===== src/rtl/store_buffer_fwd.sv =====
// store_buffer_fwd: in-order store write buffer with byte-granular
// store-to-load forwarding for loads that hit pending stores.
//
// Handshake: both ports use valid/ready. A transfer happens on a rising clk
// edge when valid and ready are both high. Valid never depends on ready.
// in_ready (~full) and out_valid (~empty) are functions of registered state
// only, so neither port has a combinational path to the other.
module store_buffer_fwd #(
  parameter int ADDR_WIDTH = 32,
  parameter int DATA_WIDTH = 32,
  parameter int BUFF_DEPTH = 4,
  parameter int PTR_WIDTH  = 2,
  parameter int OFF_WIDTH  = 2
) (
  input  logic                    clk,
  input  logic                    resetn,
  input  logic                    in_valid,
  output logic                    in_ready,
  input  logic [ADDR_WIDTH-1:0]   in_addr,
  input  logic [DATA_WIDTH-1:0]   in_data,
  input  logic [DATA_WIDTH/8-1:0] in_wstrb,
  output logic                    out_valid,
  input  logic                    out_ready,
  output logic [ADDR_WIDTH-1:0]   out_addr,
  output logic [DATA_WIDTH-1:0]   out_data,
  output logic [DATA_WIDTH/8-1:0] out_wstrb,
  input  logic [ADDR_WIDTH-1:0]   lk_addr,
  output logic                    lk_hit,
  output logic                    lk_fwd_ok,
  output logic [DATA_WIDTH-1:0]   lk_data,
  output logic [PTR_WIDTH:0]      count,
  output logic                    empty,
  output logic                    full
);

  localparam int                   NB      = DATA_WIDTH / 8;
  localparam logic [PTR_WIDTH-1:0] LAST    = PTR_WIDTH'(BUFF_DEPTH - 1);
  localparam logic [PTR_WIDTH:0]   DEPTH_C = (PTR_WIDTH + 1)'(BUFF_DEPTH);

  // Entry storage. An entry is valid from its push until its pop.
  logic [BUFF_DEPTH-1:0] ent_valid;
  logic [ADDR_WIDTH-1:0] ent_addr [BUFF_DEPTH];
  logic [DATA_WIDTH-1:0] ent_data [BUFF_DEPTH];
  logic [NB-1:0]         ent_strb [BUFF_DEPTH];

  // head: next slot to write; tail: oldest entry.
  logic [PTR_WIDTH-1:0] head;
  logic [PTR_WIDTH-1:0] tail;
  logic [PTR_WIDTH:0]   cnt;

  logic push;
  logic pop;

  // Lookup intermediates.
  logic                 hit_c;
  logic [NB-1:0]        cov_c;
  logic [DATA_WIDTH-1:0] fwd_c;
  logic [PTR_WIDTH-1:0] idx_c;

  // Pointer increment with explicit wrap so non-power-of-two depths work.
  function automatic logic [PTR_WIDTH-1:0] next_ptr(input logic [PTR_WIDTH-1:0] p);
    if (p == LAST) begin
      return '0;
    end
    return p + PTR_WIDTH'(1);
  endfunction

  assign full      = (cnt == DEPTH_C);
  assign empty     = (cnt == '0);
  assign count     = cnt;
  assign in_ready  = ~full;
  assign out_valid = ~empty;
  assign push      = in_valid & in_ready;
  assign pop       = out_valid & out_ready;

  // Oldest entry drives the write side directly; popped slots read back as 0.
  assign out_addr  = ent_addr[tail];
  assign out_data  = ent_data[tail];
  assign out_wstrb = ent_strb[tail];

  // Storage, pointers and occupancy; reset wins over any push/pop.
  always_ff @(posedge clk) begin
    if (!resetn) begin
      head      <= '0;
      tail      <= '0;
      cnt       <= '0;
      ent_valid <= '0;
      for (int i = 0; i < BUFF_DEPTH; i++) begin
        ent_addr[i] <= '0;
        ent_data[i] <= '0;
        ent_strb[i] <= '0;
      end
    end else begin
      // Push and pop can only target the same slot when empty or full,
      // and in both cases one of them is blocked, so order here is free.
      if (pop) begin
        ent_valid[tail] <= 1'b0;
        ent_addr[tail]  <= '0;
        ent_data[tail]  <= '0;
        ent_strb[tail]  <= '0;
        tail            <= next_ptr(tail);
      end
      if (push) begin
        ent_valid[head] <= 1'b1;
        ent_addr[head]  <= in_addr;
        ent_data[head]  <= in_data;
        ent_strb[head]  <= in_wstrb;
        head            <= next_ptr(head);
      end
      case ({push, pop})
        2'b10:   cnt <= cnt + (PTR_WIDTH + 1)'(1);
        2'b01:   cnt <= cnt - (PTR_WIDTH + 1)'(1);
        default: cnt <= cnt;
      endcase
    end
  end

  // RAW lookup on registered state. Walk slots from head (oldest position
  // in age order) towards head-1 (youngest), so later matches overwrite
  // earlier ones lane by lane and the youngest covering store wins.
  always_comb begin
    hit_c = 1'b0;
    cov_c = '0;
    fwd_c = '0;
    idx_c = head;
    for (int k = 0; k < BUFF_DEPTH; k++) begin
      if (ent_valid[idx_c] &&
          (ent_addr[idx_c][ADDR_WIDTH-1:OFF_WIDTH] == lk_addr[ADDR_WIDTH-1:OFF_WIDTH])) begin
        hit_c = 1'b1;
        for (int b = 0; b < NB; b++) begin
          if (ent_strb[idx_c][b]) begin
            fwd_c[8*b +: 8] = ent_data[idx_c][8*b +: 8];
            cov_c[b]        = 1'b1;
          end
        end
      end
      idx_c = next_ptr(idx_c);
    end
  end

  assign lk_hit    = hit_c;
  assign lk_fwd_ok = hit_c & (&cov_c);
  assign lk_data   = fwd_c;

endmodule


===== config.mk =====
export PLATFORM = sky130hd
export DESIGN_NAME = store_buffer_fwd
export DESIGN_NICKNAME = d
export VERILOG_FILES = /design/src/rtl/store_buffer_fwd.sv
export SDC_FILE = /design/constraint.sdc
export NUM_CORES = 1
export LEC_CHECK = 0
export ABC_AREA = 1
export BUFFER_PORTS_ARGS = -buffer_cell sky130_fd_sc_hd__buf_2
export CAP_MARGIN = 20
export CELL_PAD_IN_SITES_DETAIL_PLACEMENT = 0
export CELL_PAD_IN_SITES_GLOBAL_PLACEMENT = 1
export CORE_AREA = 2 2 187 326
export CTS_CLUSTER_SIZE = 30
export DETAILED_ROUTE_END_ITERATION = 8
export DIE_AREA = 0 0 189 328
export GPL_TIMING_DRIVEN = 1
export PLACE_DENSITY_LB_ADDON = 0.1
export SKIP_CTS_REPAIR_TIMING = 1
export SLEW_MARGIN = 20
export SYNTH_ARGS = -nofsm -noshare
export SYNTH_HDL_FRONTEND = slang
export SYNTH_SLANG_ARGS = --single-unit

===== constraint.sdc =====
create_clock -name clk -period 9.15 [get_ports clk]
set_clock_uncertainty 0.1 [all_clocks]
set_input_delay 0.915 -clock clk [delete_from_list [all_inputs] [get_ports clk]]
set_output_delay 0.915 -clock clk [all_outputs]
set_load 0.05 [all_outputs]

==> flow_summary.json, run 1 <==
{
  "start_util": 0.3863,
  "ys_async_sr_fraction": 0,
  "cp.required_ps": 8140,
  "clk_latency_ps": 620,
  "fin_nets": 3715,
  "setup_viol": 0,
  "cp_max_fo": 68,
  "finalNonFillerCells": 4408,
  "dieWidth_um": 189,
  "synth_top_area_share": 0.3572,
  "synth_area_leaders": "edfxtp_1, nand2_1, nand3_1",
  "firstDrtPassIters": 6,
  "vdd_drop_max_v": 0.0002396,
  "syn-num-nets": 3661,
  "crit_type": "reg -> out",
  "status": "finished clean",
  "placed_area_sq_um": 24240,
  "critPathArrivalTime_ps": 6790,
  "rsz0062_at_grt": "false",
  "cts_tree": "built",
  "syn_inst": 3547,
  "drt_first_iter_violations": 1779,
  "port_buffers": 210,
  "max_freq_mhz": 128.1,
  "grt_max_degree": 106,
  "grt_usage": 0.3088,
  "post-dp-hpwl_mm": 64.28,
  "final_cell_mix": "nand2_1, nor2_1, nand3_1",
  "fp.dieArea_sq_um": 61990,
  "yosysTopAreaCell": "edfxtp_1",
  "dp_slack_ps": 1993,
  "numCtsBuffers": 31,
  "viasPerCell": 5.599,
  "synth_edf_count": 272,
  "worstMarginPinSlew_ps": 1141,
  "hp-class": "reg -> reg",
  "dp.cells": 4348,
  "core_region_area_sq_um": 59200,
  "ys_types": 39,
  "maxCapViolCount": 0,
  "end_kind": "primary output",
  "ys_seq_elements": 287,
  "antenna_found_initial": 3,
  "drive_gt1_frac": 0.09324,
  "path_clk_slew_ps": 70,
  "critPathLaunch": "head[0]$_SDFFE_PN0P_",
  "power_density_nw_per_um2": 266.2,
  "power.leakage_nw": 11.56,
  "grt_pass1_wl_mm": 144.4,
  "fillers": 6290,
  "ant_nets": 0,
  "syn_to_final_growth_pct": 10.13,
  "ys_warn_count": 0,
  "ys_seq_area_frac": 0.3703,
  "fin_util": 0.4254,
  "die_y_um": 328,
  "route.detailed.drc": 0,
  "root_buffer": "clkbuf_16",
  "place.gp.congestion": 0.9378,
  "vias": 24681,
  "netlist_area_sq_um": 22870,
  "power_mw": 6.705,
  "worstHoldStart": "ent_valid[2]$_SDFF_PN0_",
  "tns_ps": 0,
  "grt_pass1_vias": 23699,
  "whs_ps": 369.6,
  "layout_commonest_cell": "nand2_1",
  "synth.avg_cell_area_sq_um": 6.448,
  "finalCritPeriodShare": 0.8535,
  "finalCriticalPeriod_ps": 7809,
  "wl_per_cell_um": 22.12,
  "setup_ws_ps": 1341,
  "cts_max_path_buffers": 3,
  "r2r-start": "head[0]$_SDFFE_PN0P_",
  "slew_violations": 0,
  "fin_area_sq_um": 25190,
  "maxSlewHeadroom": 0.2391,
  "ys.flop_type": "edfxtp_1",
  "ios": 213,
  "crit_path_start_kind": "flop",
  "rows": 118,
  "wl_mm": 97.49,
  "h-tree-depth": 1,
  "grt_overflow_total": 0,
  "hold_viol_final": 0,
  "cts_sinks": 287
}
sequential cells by signal, indices dropped and copies added, names as in the netlist, named ones only:
name and count:
count 3, ent_addr 128, ent_data 128, ent_strb 16, ent_valid 4, head 2, tail 2
area by class of cell:
class                           instances  area, sq um  share of cell area
Multi-Input combinational cell       2744        12370              0.4911
Sequential cell                       287         8479              0.3367
Timing Repair Buffer                  245         1314             0.05216
Inverter                              292         1111             0.04412
Tap cell                              780        975.9             0.03875
Clock buffer                           33        783.3             0.03110
Clock inverter                         24        146.4            0.005812
Antenna cell                            3        7.507           0.0002981
path summary, 6_finish.rpt:
kind,end,slack [ps],depth (start not counted)
setup reg to reg,ent_addr[1][25]$_SDFFCE_PN0P_,5100,5
hold / removal,ent_valid[2]$_SDFF_PN0_,370,2
hold reg to reg,ent_valid[2]$_SDFF_PN0_,370,2
setup / recovery,lk_fwd_ok,1340,18
kinds of logic (layout without fill, tap and decap cells):
family,count (synthesis),after routing,share of synthesized area
and+or+nand+nor,2016,2016,0.3601
AOI/OAI and AO/OA,705,705,0.1652
buffers and inverters,516,594,0.09306
DFF,287,287,0.3703
adders and majority gates,10,10,0.005799
muxes,10,10,0.004377
xor gates and xnor gates,3,3,0.001149
other,0,3,0
synthesized netlist by cell type, drive strengths merged (9+ instances only):
master  instances
buf            90
inv           288
edfxtp        272
nand2        1100
ha              9
o211ai         66
nor2          457
clkbuf        134
nand3         436
mux2i          10
dfxtp          15
o21ai         455
o22ai          30
a21oi         142
nand4          14
worst max-delay path, cell delays in order (launching register included):
cell and delay [ps]:
dfxtp_4 820, buf_4 760, nor2_4 280, nand2_2 220, nand2_4 430, inv_2 720, nand2_1 150, nand3_1 100
o21ai_1 70, nor2_1 300, nand2_1 100, nor2_1 90, nand2_1 90, nor2_4 580, nand2_2 360, nand2_1 160
nand3_1 170, nor2_1 320, buf_2 330
report_power, final:
| part | total (mW) | internal, mW | switching (mW) | leakage (nW) |
|---|---|---|---|---|
| sequential | 1.87 | 1.65 | 0.213 | 2.97 |
| combinational | 3.63 | 0.833 | 2.80 | 8.15 |
| clock | 1.21 | 0.623 | 0.582 | 0.446 |
| total | 6.70 | 3.11 | 3.60 | 11.6 |
layer usage:
layer  GRT usage  part of all wire
met4      0.2019             0.074
met1      0.3388              0.36
met2      0.5603              0.51
met3     0.03323             0.056
met5           0           0.00024
Power figures use the tool's default switching activity.
==> inputs of run 2 (changes only) <==
- CTS_BUF_LIST: default -> sky130_fd_sc_hd__clkbuf_16
==> run 2 against run 1 <==
  * Sequential share of layout area barely moved
  * Critical path depth did not move
  * Critical path type unchanged
  * Final area barely moved
  * Sequential cell count did not move
  * Sequential power barely moved
  * Wire length barely moved
  * Global-route usage did not move
  * Cell count barely moved
  * Worst setup slack improved by 4.2 ps
  * Non-clock buffer count did not move
  * Highest routed layer unchanged
  * Largest power group unchanged
==> flow_summary.json, run 2 (same netlist as run 1, synthesis figures left out) <==
{
  "maxCapViolCount": 0,
  "maxSlewHeadroom": 0.2422,
  "grt_overflow_total": 0,
  "ios": 213,
  "cts_max_path_buffers": 3,
  "route.detailed.drc": 0,
  "layout_commonest_cell": "nand2_1",
  "grt_usage": 0.3088,
  "post-dp-hpwl_mm": 64.28,
  "reg.largest.list": "ent_addr: 128 flops, ent_data: 128 flops, ent_strb: 16 flops",
  "place.gp.congestion": 0.9378,
  "wl_per_cell_um": 22.12,
  "setup_viol": 0,
  "fin_nets": 3715,
  "die_y_um": 328,
  "rows": 118,
  "crit_path_start_kind": "flop",
  "drive_gt1_frac": 0.09324,
  "status": "finished clean",
  "grt_pass1_wl_mm": 144.4,
  "numCtsBuffers": 31,
  "core_region_area_sq_um": 59200,
  "multi_input_area_sq_um": 12370,
  "finalCritPeriodShare": 0.8530,
  "start_util": 0.3863,
  "vias": 24674,
  "root_buffer": "clkbuf_16",
  "cp_max_fo": 68,
  "syn_to_final_growth_pct": 10.12,
  "end_kind": "primary output",
  "cpPeakStageDelay_ps": 830,
  "critPathArrivalTime_ps": 6790,
  "antenna_found_initial": 3,
  "path_common_cell": "nand2_1",
  "whs_path_depth": 2,
  "register_area_sq_um": 8479,
  "power.leakage_nw": 11.57,
  "crit_type": "reg -> out",
  "ant_nets": 0,
  "dp_slack_ps": 1993,
  "fp.dieArea_sq_um": 61990,
  "slew_violations": 0,
  "hold_viol_final": 0,
  "crit_chain": "buf_4 -> nor2_4 -> nand2_2 -> nand2_4 -> inv_2 -> nand2_1 -> nand3_1 -> o21ai_1 -> nor2_1 -> nand2_1 -> nor2_1 -> nand2_1 -> nor2_4 -> nand2_2 -> nand2_1 -> nand3_1 -> nor2_1 -> buf_2",
  "dieWidth_um": 189,
  "grt_max_degree": 106,
  "viasPerCell": 5.599,
  "finalCriticalPeriod_ps": 7805,
  "fillers": 6291,
  "h-tree-depth": 1,
  "final_cell_mix": "nand2_1, nor2_1, nand3_1",
  "cts_sinks": 287,
  "grt_pass1_vias": 23699,
  "rr_worst_depth": 5,
  "setup_ws_ps": 1345,
  "hp-class": "reg -> reg",
  "path_clk_slew_ps": 70,
  "drt_first_iter_violations": 1778,
  "firstDrtPassIters": 6,
  "fin_util": 0.4254,
  "wl_mm": 97.50,
  "vdd_drop_max_v": 0.0002396,
  "rsz0062_at_grt": "false",
  "power_density_nw_per_um2": 266.2,
  "max_freq_mhz": 128.1,
  "tns_ps": 0,
  "clk_latency_ps": 620,
  "slowest_stage": "dfxtp_4",
  "worstMarginPinSlew_ps": 1137,
  "cp.required_ps": 8140,
  "port_buffers": 210,
  "cts_tree": "built"
}
==> run 2: worst max-delay path: cells and delay by family, from the launching register on <==
kind,cells,cell delay [ps]
buf+inv,3,1810
flops,1,830
compound gates,1,70
simple gates,14,3340
==> run 2: routing by layer <==
layer  track usage  wire (um)  vias to the layer above
met5             0         23                        -
met4        0.2019       7201                        4
met3       0.03323       5428                      264
met2        0.5603      49300                      991
met1        0.3388      35540                    11542
li1              -          -                    11873
==> run 2: area by class of cell <==
cell class                 count  share of cell area
antenna                        2           0.0001987
clock buffer                  31             0.03080
clock inverter                26            0.006111
inverter                     292             0.04412
multi-input combinational   2744              0.4911
sequential                   287              0.3367
tap                          780             0.03875
timing repair buffer         245             0.05217
==> run 2: through the flow <==
| step | cell area, sq um | instances | power (mW) | hold slack, ps |
|---|---|---|---|---|
| 2_1_floorplan | 22870 | 3547 | 4.395 | 343.2 |
| 4_1_cts | 25170 | 4405 | 6.724 | 368.5 |
| 5_1_grt | 25180 | 4405 | 7.108 | 384.0 |
| 3_5_place_dp | 24240 | 4348 | 5.516 | 359.3 |
| 3_3_place_gp | 24240 | 4348 | 5.482 | 352.3 |
| 6_report | 25180 | 4407 | 6.703 | 369.6 |
==> run 2: worst paths after layout <==
kind,slack [ps],endpoint,start
worst min-delay path,370,ent_valid[2]$_SDFF_PN0_,ent_valid[2]$_SDFF_PN0_
worst min register to register,370,ent_valid[2]$_SDFF_PN0_,ent_valid[2]$_SDFF_PN0_
worst max register to register,5090,ent_addr[1][25]$_SDFFCE_PN0P_,head[0]$_SDFFE_PN0P_
worst max-delay path,1340,lk_fwd_ok,head[0]$_SDFFE_PN0P_
==> run 2: power breakdown <==
| group | switching, mW | internal, mW |
|---|---|---|
| clock | 0.582 | 0.621 |
| sequential | 0.213 | 1.65 |
| combinational | 2.80 | 0.833 |
